==> src/rtl/maxpool_2x2.sv <==
// maxpool_2x2
//   Streaming 2x2 / stride-2 max-pooling stage. Consumes a raster-ordered
//   IN_DIM x IN_DIM signed pixel stream (one pixel per valid beat) and emits
//   the (IN_DIM/2) x (IN_DIM/2) pooled map in raster order. Only a half-width
//   line buffer of horizontal pair maxima is kept. Odd IN_DIM floors: the
//   last column and last row are counted but discarded.
//
//   Optional feature macro: MAXPOOL_RELU_EN -- when defined, negative input
//   pixels are clamped to zero before comparison.
//
// Ports
//   clk_i         in   1         clock, rising edge
//   rst_i         in   1         asynchronous active-high reset
//   pixel_i       in   DATA_RES  signed input pixel
//   data_valid_i  in   1         input beat qualifier (no back-pressure)
//   pixel_o       out  DATA_RES  pooled pixel, registered, held between emits
//   data_valid_o  out  1         one-cycle pulse per pooled pixel
//   frame_done_o  out  1         pulse with the last pooled pixel of a frame
module maxpool_2x2 #(
    parameter int DATA_RES = 8,
    parameter int IN_DIM   = 26
) (
    input  logic                clk_i,
    input  logic                rst_i,
    input  logic [DATA_RES-1:0] pixel_i,
    input  logic                data_valid_i,
    output logic [DATA_RES-1:0] pixel_o,
    output logic                data_valid_o,
    output logic                frame_done_o
);

    localparam int POOL = IN_DIM / 2;
    localparam int CW   = (IN_DIM > 1) ? $clog2(IN_DIM) : 1;
    localparam int IW   = (POOL > 1) ? $clog2(POOL) : 1;
    localparam logic [CW-1:0] IN_LAST  = CW'(IN_DIM - 1);
    localparam logic [CW-1:0] ACT_LAST = CW'(2 * POOL - 1);
    localparam logic [CW-1:0] ONE      = CW'(1);

    logic [CW-1:0]       col_q, col_d, row_q, row_d;
    logic [DATA_RES-1:0] hold_q, hold_d, pix_q, pix_d;
    logic                dv_q, dv_d, fd_q, fd_d;
    logic [DATA_RES-1:0] line_buf_q [POOL];

    logic                buf_we;
    logic [IW-1:0]       buf_idx;
    logic [DATA_RES-1:0] p, pair_max;

    function automatic logic [DATA_RES-1:0] smax(input logic [DATA_RES-1:0] a,
                                                  input logic [DATA_RES-1:0] b);
        return ($signed(a) > $signed(b)) ? a : b;
    endfunction

`ifdef MAXPOOL_RELU_EN
    assign p = pixel_i[DATA_RES-1] ? '0 : pixel_i;
`else
    assign p = pixel_i;
`endif

    // Each line buffer entry covers one output column (two input columns).
    assign buf_idx  = IW'(col_q >> 1);
    assign pair_max = smax(hold_q, p);

    always_comb begin
        col_d  = col_q;
        row_d  = row_q;
        hold_d = hold_q;
        pix_d  = pix_q;
        dv_d   = 1'b0;
        fd_d   = 1'b0;
        buf_we = 1'b0;
        if (data_valid_i) begin
            if (col_q == IN_LAST) begin
                col_d = '0;
                row_d = (row_q == IN_LAST) ? '0 : row_q + ONE;
            end else begin
                col_d = col_q + ONE;
            end
            if (col_q <= ACT_LAST && row_q <= ACT_LAST) begin
                // Phase from coordinate parity: even col = HOLD,
                // odd col/even row = STORE, odd col/odd row = EMIT.
                case ({row_q[0], col_q[0]})
                    2'b00, 2'b10: hold_d = p;
                    2'b01:        buf_we = 1'b1;
                    default: begin
                        pix_d = smax(line_buf_q[buf_idx], pair_max);
                        dv_d  = 1'b1;
                        fd_d  = (row_q == ACT_LAST) && (col_q == ACT_LAST);
                    end
                endcase
            end
        end
    end

    always_ff @(posedge clk_i or posedge rst_i) begin
        if (rst_i) begin
            col_q  <= '0;
            row_q  <= '0;
            hold_q <= '0;
            pix_q  <= '0;
            dv_q   <= 1'b0;
            fd_q   <= 1'b0;
        end else begin
            col_q  <= col_d;
            row_q  <= row_d;
            hold_q <= hold_d;
            pix_q  <= pix_d;
            dv_q   <= dv_d;
            fd_q   <= fd_d;
        end
    end

    // Not reset: every entry is written on an even row before the odd row
    // reads it.
    always_ff @(posedge clk_i) begin
        if (buf_we) line_buf_q[buf_idx] <= pair_max;
    end

    assign pixel_o      = pix_q;
    assign data_valid_o = dv_q;
    assign frame_done_o = fd_q;

endmodule
==> config.mk <==
export PLATFORM = sky130hd
export DESIGN_NAME = maxpool_2x2
export DESIGN_NICKNAME = d
export VERILOG_FILES = /design/src/rtl/maxpool_2x2.sv
export SDC_FILE = /design/constraint.sdc
export NUM_CORES = 1
export LEC_CHECK = 0
export CORE_ASPECT_RATIO = 0.6
export CORE_MARGIN = 2
export CORE_UTILIZATION = 40
export DETAILED_ROUTE_END_ITERATION = 8
export GPL_TIMING_DRIVEN = 0
export PLACE_DENSITY = 0.67
export SETUP_SLACK_MARGIN = 0.4
export SYNTH_ARGS = -nofsm -noshare
export SYNTH_HDL_FRONTEND = slang
export SYNTH_SLANG_ARGS = --single-unit
==> constraint.sdc <==
create_clock -name clk_i -period 3.96 [get_ports clk_i]
set_input_delay 1.188 -clock clk_i [delete_from_list [all_inputs] [get_ports clk_i]]
set_output_delay 1.188 -clock clk_i [all_outputs]
set_load 0.005 [all_outputs]
==> load_flow_metrics.sql <==
INSERT INTO impl_metrics (metric_group, metric, value, unit) VALUES
('sta', 'final_min_period_over_clock_period', '96.9', '%'),
('power_and_ir_drop', 'total_switching_power', '2.22', 'mW'),
('global_route', 'gr-total-overflow', '0', ''),
('floorplan', 'design.portCount', '21', ''),
('cells_and_area', 'final_cells', '647', ''),
('synthesis', 'synth_seq_area_share', '65.8', '%'),
('power_and_ir_drop', 'clock_power_share', '25.3', '%'),
('synthesis', 'synth_enable_flop_cells', '104', ''),
('cells_and_area', 'drive_gt1_share', '29.0', '%'),
('sta', 'setup_slack', '124', 'ps'),
('sta', 'timing.fmax', '261', 'MHz'),
('placed_design', 'dpl-instance-area', '6400', 'um^2'),
('floorplan', 'die-area', '15500', 'um^2'),
('global_route', 'grt_first_pass_wirelength', '20200', 'um'),
('min_path', 'min-delay-path-class', 'reg2reg', ''),
('floorplan', 'core_area', '14300', 'um^2'),
('synthesis', 'async_flop_share', '21.2', '%'),
('status', 'status', 'complete, no violations', ''),
('cells_and_area', 'finish.instance_area', '7260', 'um^2'),
('sta', 'tightestPinTransition', '1110', 'ps'),
('cells_and_area', 'insertedDiodeCount', '0', ''),
('critical_path', 'critical_path_class', 'in2reg', ''),
('global_route', 'grt_max_degree', '29', ''),
('sta', 'grt_setup_unrepaired', 'yes', ''),
('routing', 'viasPerCell', '5.49', ''),
('global_route', 'first_global_vias', '3412', ''),
('clocking', 'clock_sinks', '132', ''),
('critical_path', 'worstSetupEndpointType', 'register', ''),
('sta', 'final-max-slew-violation-count', '0', ''),
('power_and_ir_drop', 'p_comb_share', '42.2', '%'),
('synthesis', 'yosysMostFrequentCell', 'sky130_fd_sc_hd__edfxtp_1', ''),
('floorplan', 'start_util', '40.6', '%'),
('placed_design', 'post-place-cells', '602', ''),
('synthesis', 'synthTopCellsByArea', 'sky130_fd_sc_hd__edfxtp_1 (54%), sky130_fd_sc_hd__dfrtp_1 (12%), sky130_fd_sc_hd__mux4_2 (7.4%), sky130_fd_sc_hd__ha_1 (4.3%), sky130_fd_sc_hd__nand2_1 (2.5%)', ''),
('synthesis', 'post_synthesis_instance_area', '5810', 'um^2'),
('clocking', 'clockBufferDepth', '2', ''),
('clocking', 'cts.root.buffer_cell', 'sky130_fd_sc_hd__clkbuf_16', ''),
('critical_path', 'worst-endpoint-arrival', '4120', 'ps'),
('cells_and_area', 'finalCoreUtilization', '50.7', '%'),
('critical_path', 'cp.required', '4240', 'ps'),
('critical_path', 'capturing_point_of_the_worst_reg2reg_path', 'pixel_o[4]$_DFFE_PP0P_', ''),
('clocking', 'ctsHtreeMaxLevel', '4', ''),
('synthesis', 'synth_cell_types', '50', ''),
('synthesis', 'synthesis.instances', '384', ''),
('floorplan', 'die_h', '97.4', 'um'),
('sta', 'fin_skew', '11.9', 'ps'),
('floorplan', 'row_count', '34', ''),
('power_and_ir_drop', 'power_density', '863', 'nW/um^2'),
('clocking', 'tritoncts', 'built', ''),
('clocking', 'inserted_clock_buffers', '17', ''),
('routing', 'via_count', '3553', ''),
('clocking', 'clk_slew_on_worst_s_h_paths', '60', 'ps'),
('critical_path', 'regToRegStartpoint', 'hold_q[6]$_DFFE_PP0P_', ''),
('power_and_ir_drop', 'largest_vdd_supply_drop', '0.406', 'mV'),
('placed_design', 'dp.final_hpwl', '8880', 'um'),
('critical_path', 'worst_r2r_path_depth', '14', ''),
('synthesis', 'nets_in_the_synthesized_netlist', '415', ''),
('floorplan', 'die_x', '160', 'um'),
('placed_design', 'place_ws', '-1190', 'ps'),
('cells_and_area', 'num-nets-final', '467', ''),
('routing', 'drt_iter0_drc', '373', ''),
('min_path', 'worstHoldPathCells', '2', ''),
('critical_path', 'critPathMaxFanout', '7', ''),
('placed_design', 'buffer_ports.inserted', '20', ''),
('power_and_ir_drop', 'seqPwrFrac', '32.5', '%'),
('synthesis', 'yosys-top-cells-count', 'sky130_fd_sc_hd__edfxtp_1 (104), sky130_fd_sc_hd__nand2_1 (38), sky130_fd_sc_hd__dfrtp_1 (28)', ''),
('min_path', 'hold_sp', 'pixel_o[6]$_DFFE_PP0P_', ''),
('routing', 'drt_drc_violations_left', '0', ''),
('clocking', 'clock_latency', '410', 'ps'),
('sta', 'setup_viol_count_final', '0', ''),
('global_route', 'grt_antenna_before_repair', '0', '');
## state kept, by name, summed over array words and instances, names as in the netlist
signal        flops
frame_done_o      1
line_buf_q      104
pixel_o           8
row_q             5
col_q             5
data_valid_o      1
hold_q            8
## what timing repair did
item	CTS	global route
gates resized for setup	69	7
endpoints found under the setup margin	73	8
pin swaps	14	4
hold buffers	0	0
buffers inserted	10	3
## worst max-delay path: stages
cell                      delay (ps)
sky130_fd_sc_hd__buf_8            90
sky130_fd_sc_hd__inv_4            40
sky130_fd_sc_hd__ha_4            250
sky130_fd_sc_hd__nand4_1         150
sky130_fd_sc_hd__o32ai_2         260
sky130_fd_sc_hd__a31oi_2          80
sky130_fd_sc_hd__a21oi_4         200
sky130_fd_sc_hd__buf_12          160
sky130_fd_sc_hd__mux2i_4         310
sky130_fd_sc_hd__ha_2            340
sky130_fd_sc_hd__o31a_1          310
sky130_fd_sc_hd__o21a_1          130
sky130_fd_sc_hd__o32ai_4         180
sky130_fd_sc_hd__nor2_4          140
sky130_fd_sc_hd__a22oi_1         180
sky130_fd_sc_hd__o21ai_1         100
## kinds of logic (layout without fill, tap and decap cells)
kind of cell / count (synthesis) / in the layout / synth area share, %
buffers and inverters: 41 / 106 / 3.25
AO/OA/AOI/OAI: 70 / 70 / 8.20
flip-flops: 132 / 132 / 65.8
AND/OR/NAND/NOR: 85 / 85 / 6.76
adder cells (fa/ha/maj): 20 / 20 / 4.30
multiplexers: 36 / 36 / 11.7
## layout make-up
cell class	count	area [um^2]
Sequential cell	132	3820
Clock buffer	18	439
Clock inverter	14	163
Tap cell	198	248
Timing Repair Buffer	33	318
Fill cell	1159	7070
Inverter	26	118
Buffer	15	91.3
Multi-Input combinational cell	211	2060
## per-layer routing
| metal | global-route usage, % | up-vias | share of wire (%) |
|---|---|---|---|
| met5 | 0 | - | 0 |
| met4 | 4.69 | 0 | 0.77 |
| met3 | 5.85 | 12 | 7.2 |
| met2 | 23.2 | 119 | 42 |
| met1 | 27.7 | 1821 | 50 |
| li1 | - | 1601 | - |
## layout by cell type, fill, tap and decap left out, types with 6 or more instances in the layout
master and instances:
sky130_fd_sc_hd__edfxtp_1 104, sky130_fd_sc_hd__nand2_1 36, sky130_fd_sc_hd__dfrtp_1 28, sky130_fd_sc_hd__mux4_2 19, sky130_fd_sc_hd__o21ai_1 18, sky130_fd_sc_hd__nor2_1 17, sky130_fd_sc_hd__clkbuf_16 17, sky130_fd_sc_hd__inv_1 15
sky130_fd_sc_hd__clkdlybuf4s50_1 12, sky130_fd_sc_hd__o22ai_1 11, sky130_fd_sc_hd__buf_4 11, sky130_fd_sc_hd__ha_1 10, sky130_fd_sc_hd__buf_2 9, sky130_fd_sc_hd__nand3_1 9, sky130_fd_sc_hd__ha_4 9, sky130_fd_sc_hd__inv_2 7
sky130_fd_sc_hd__a31oi_1 7, sky130_fd_sc_hd__inv_6 7, sky130_fd_sc_hd__clkbuf_1 6
## per-stage QoR
stage,power [mW],setup TNS [ps],hold WS [ps]
floorplan,3.56,0,486
global placement,4.14,-15430,503
detailed placement,4.21,-17440,518
CTS,6.15,0,535
global route,6.58,0,569
finish,6.27,0,537
## worst max path at each step
stage	to	start	slack, ps
finish	pixel_o[4]$_DFFE_PP0P_	pixel_i[6]	120
global route	pixel_o[4]$_DFFE_PP0P_	pixel_i[6]	60
CTS	pixel_o[3]$_DFFE_PP0P_	pixel_i[7]	250
detailed placement	pixel_o[3]$_DFFE_PP0P_	pixel_i[7]	-1190
global placement	pixel_o[5]$_DFFE_PP0P_	pixel_i[7]	-1110
floorplan	pixel_o[1]$_DFFE_PP0P_	pixel_i[7]	110
## power by group through the flow
| stage | Clock [mW] | Combinational (mW) | Sequential (mW) |
|---|---|---|---|
| after CTS | 1.60 | 2.52 | 2.03 |
| after detailed placement | 0 | 2.16 | 2.05 |
| after floorplan | 0 | 1.54 | 2.02 |
| after global placement | 0 | 2.09 | 2.04 |
| after global routing | 1.67 | 2.85 | 2.06 |
| final | 1.58 | 2.64 | 2.04 |
Power figures use the tool's default switching activity.
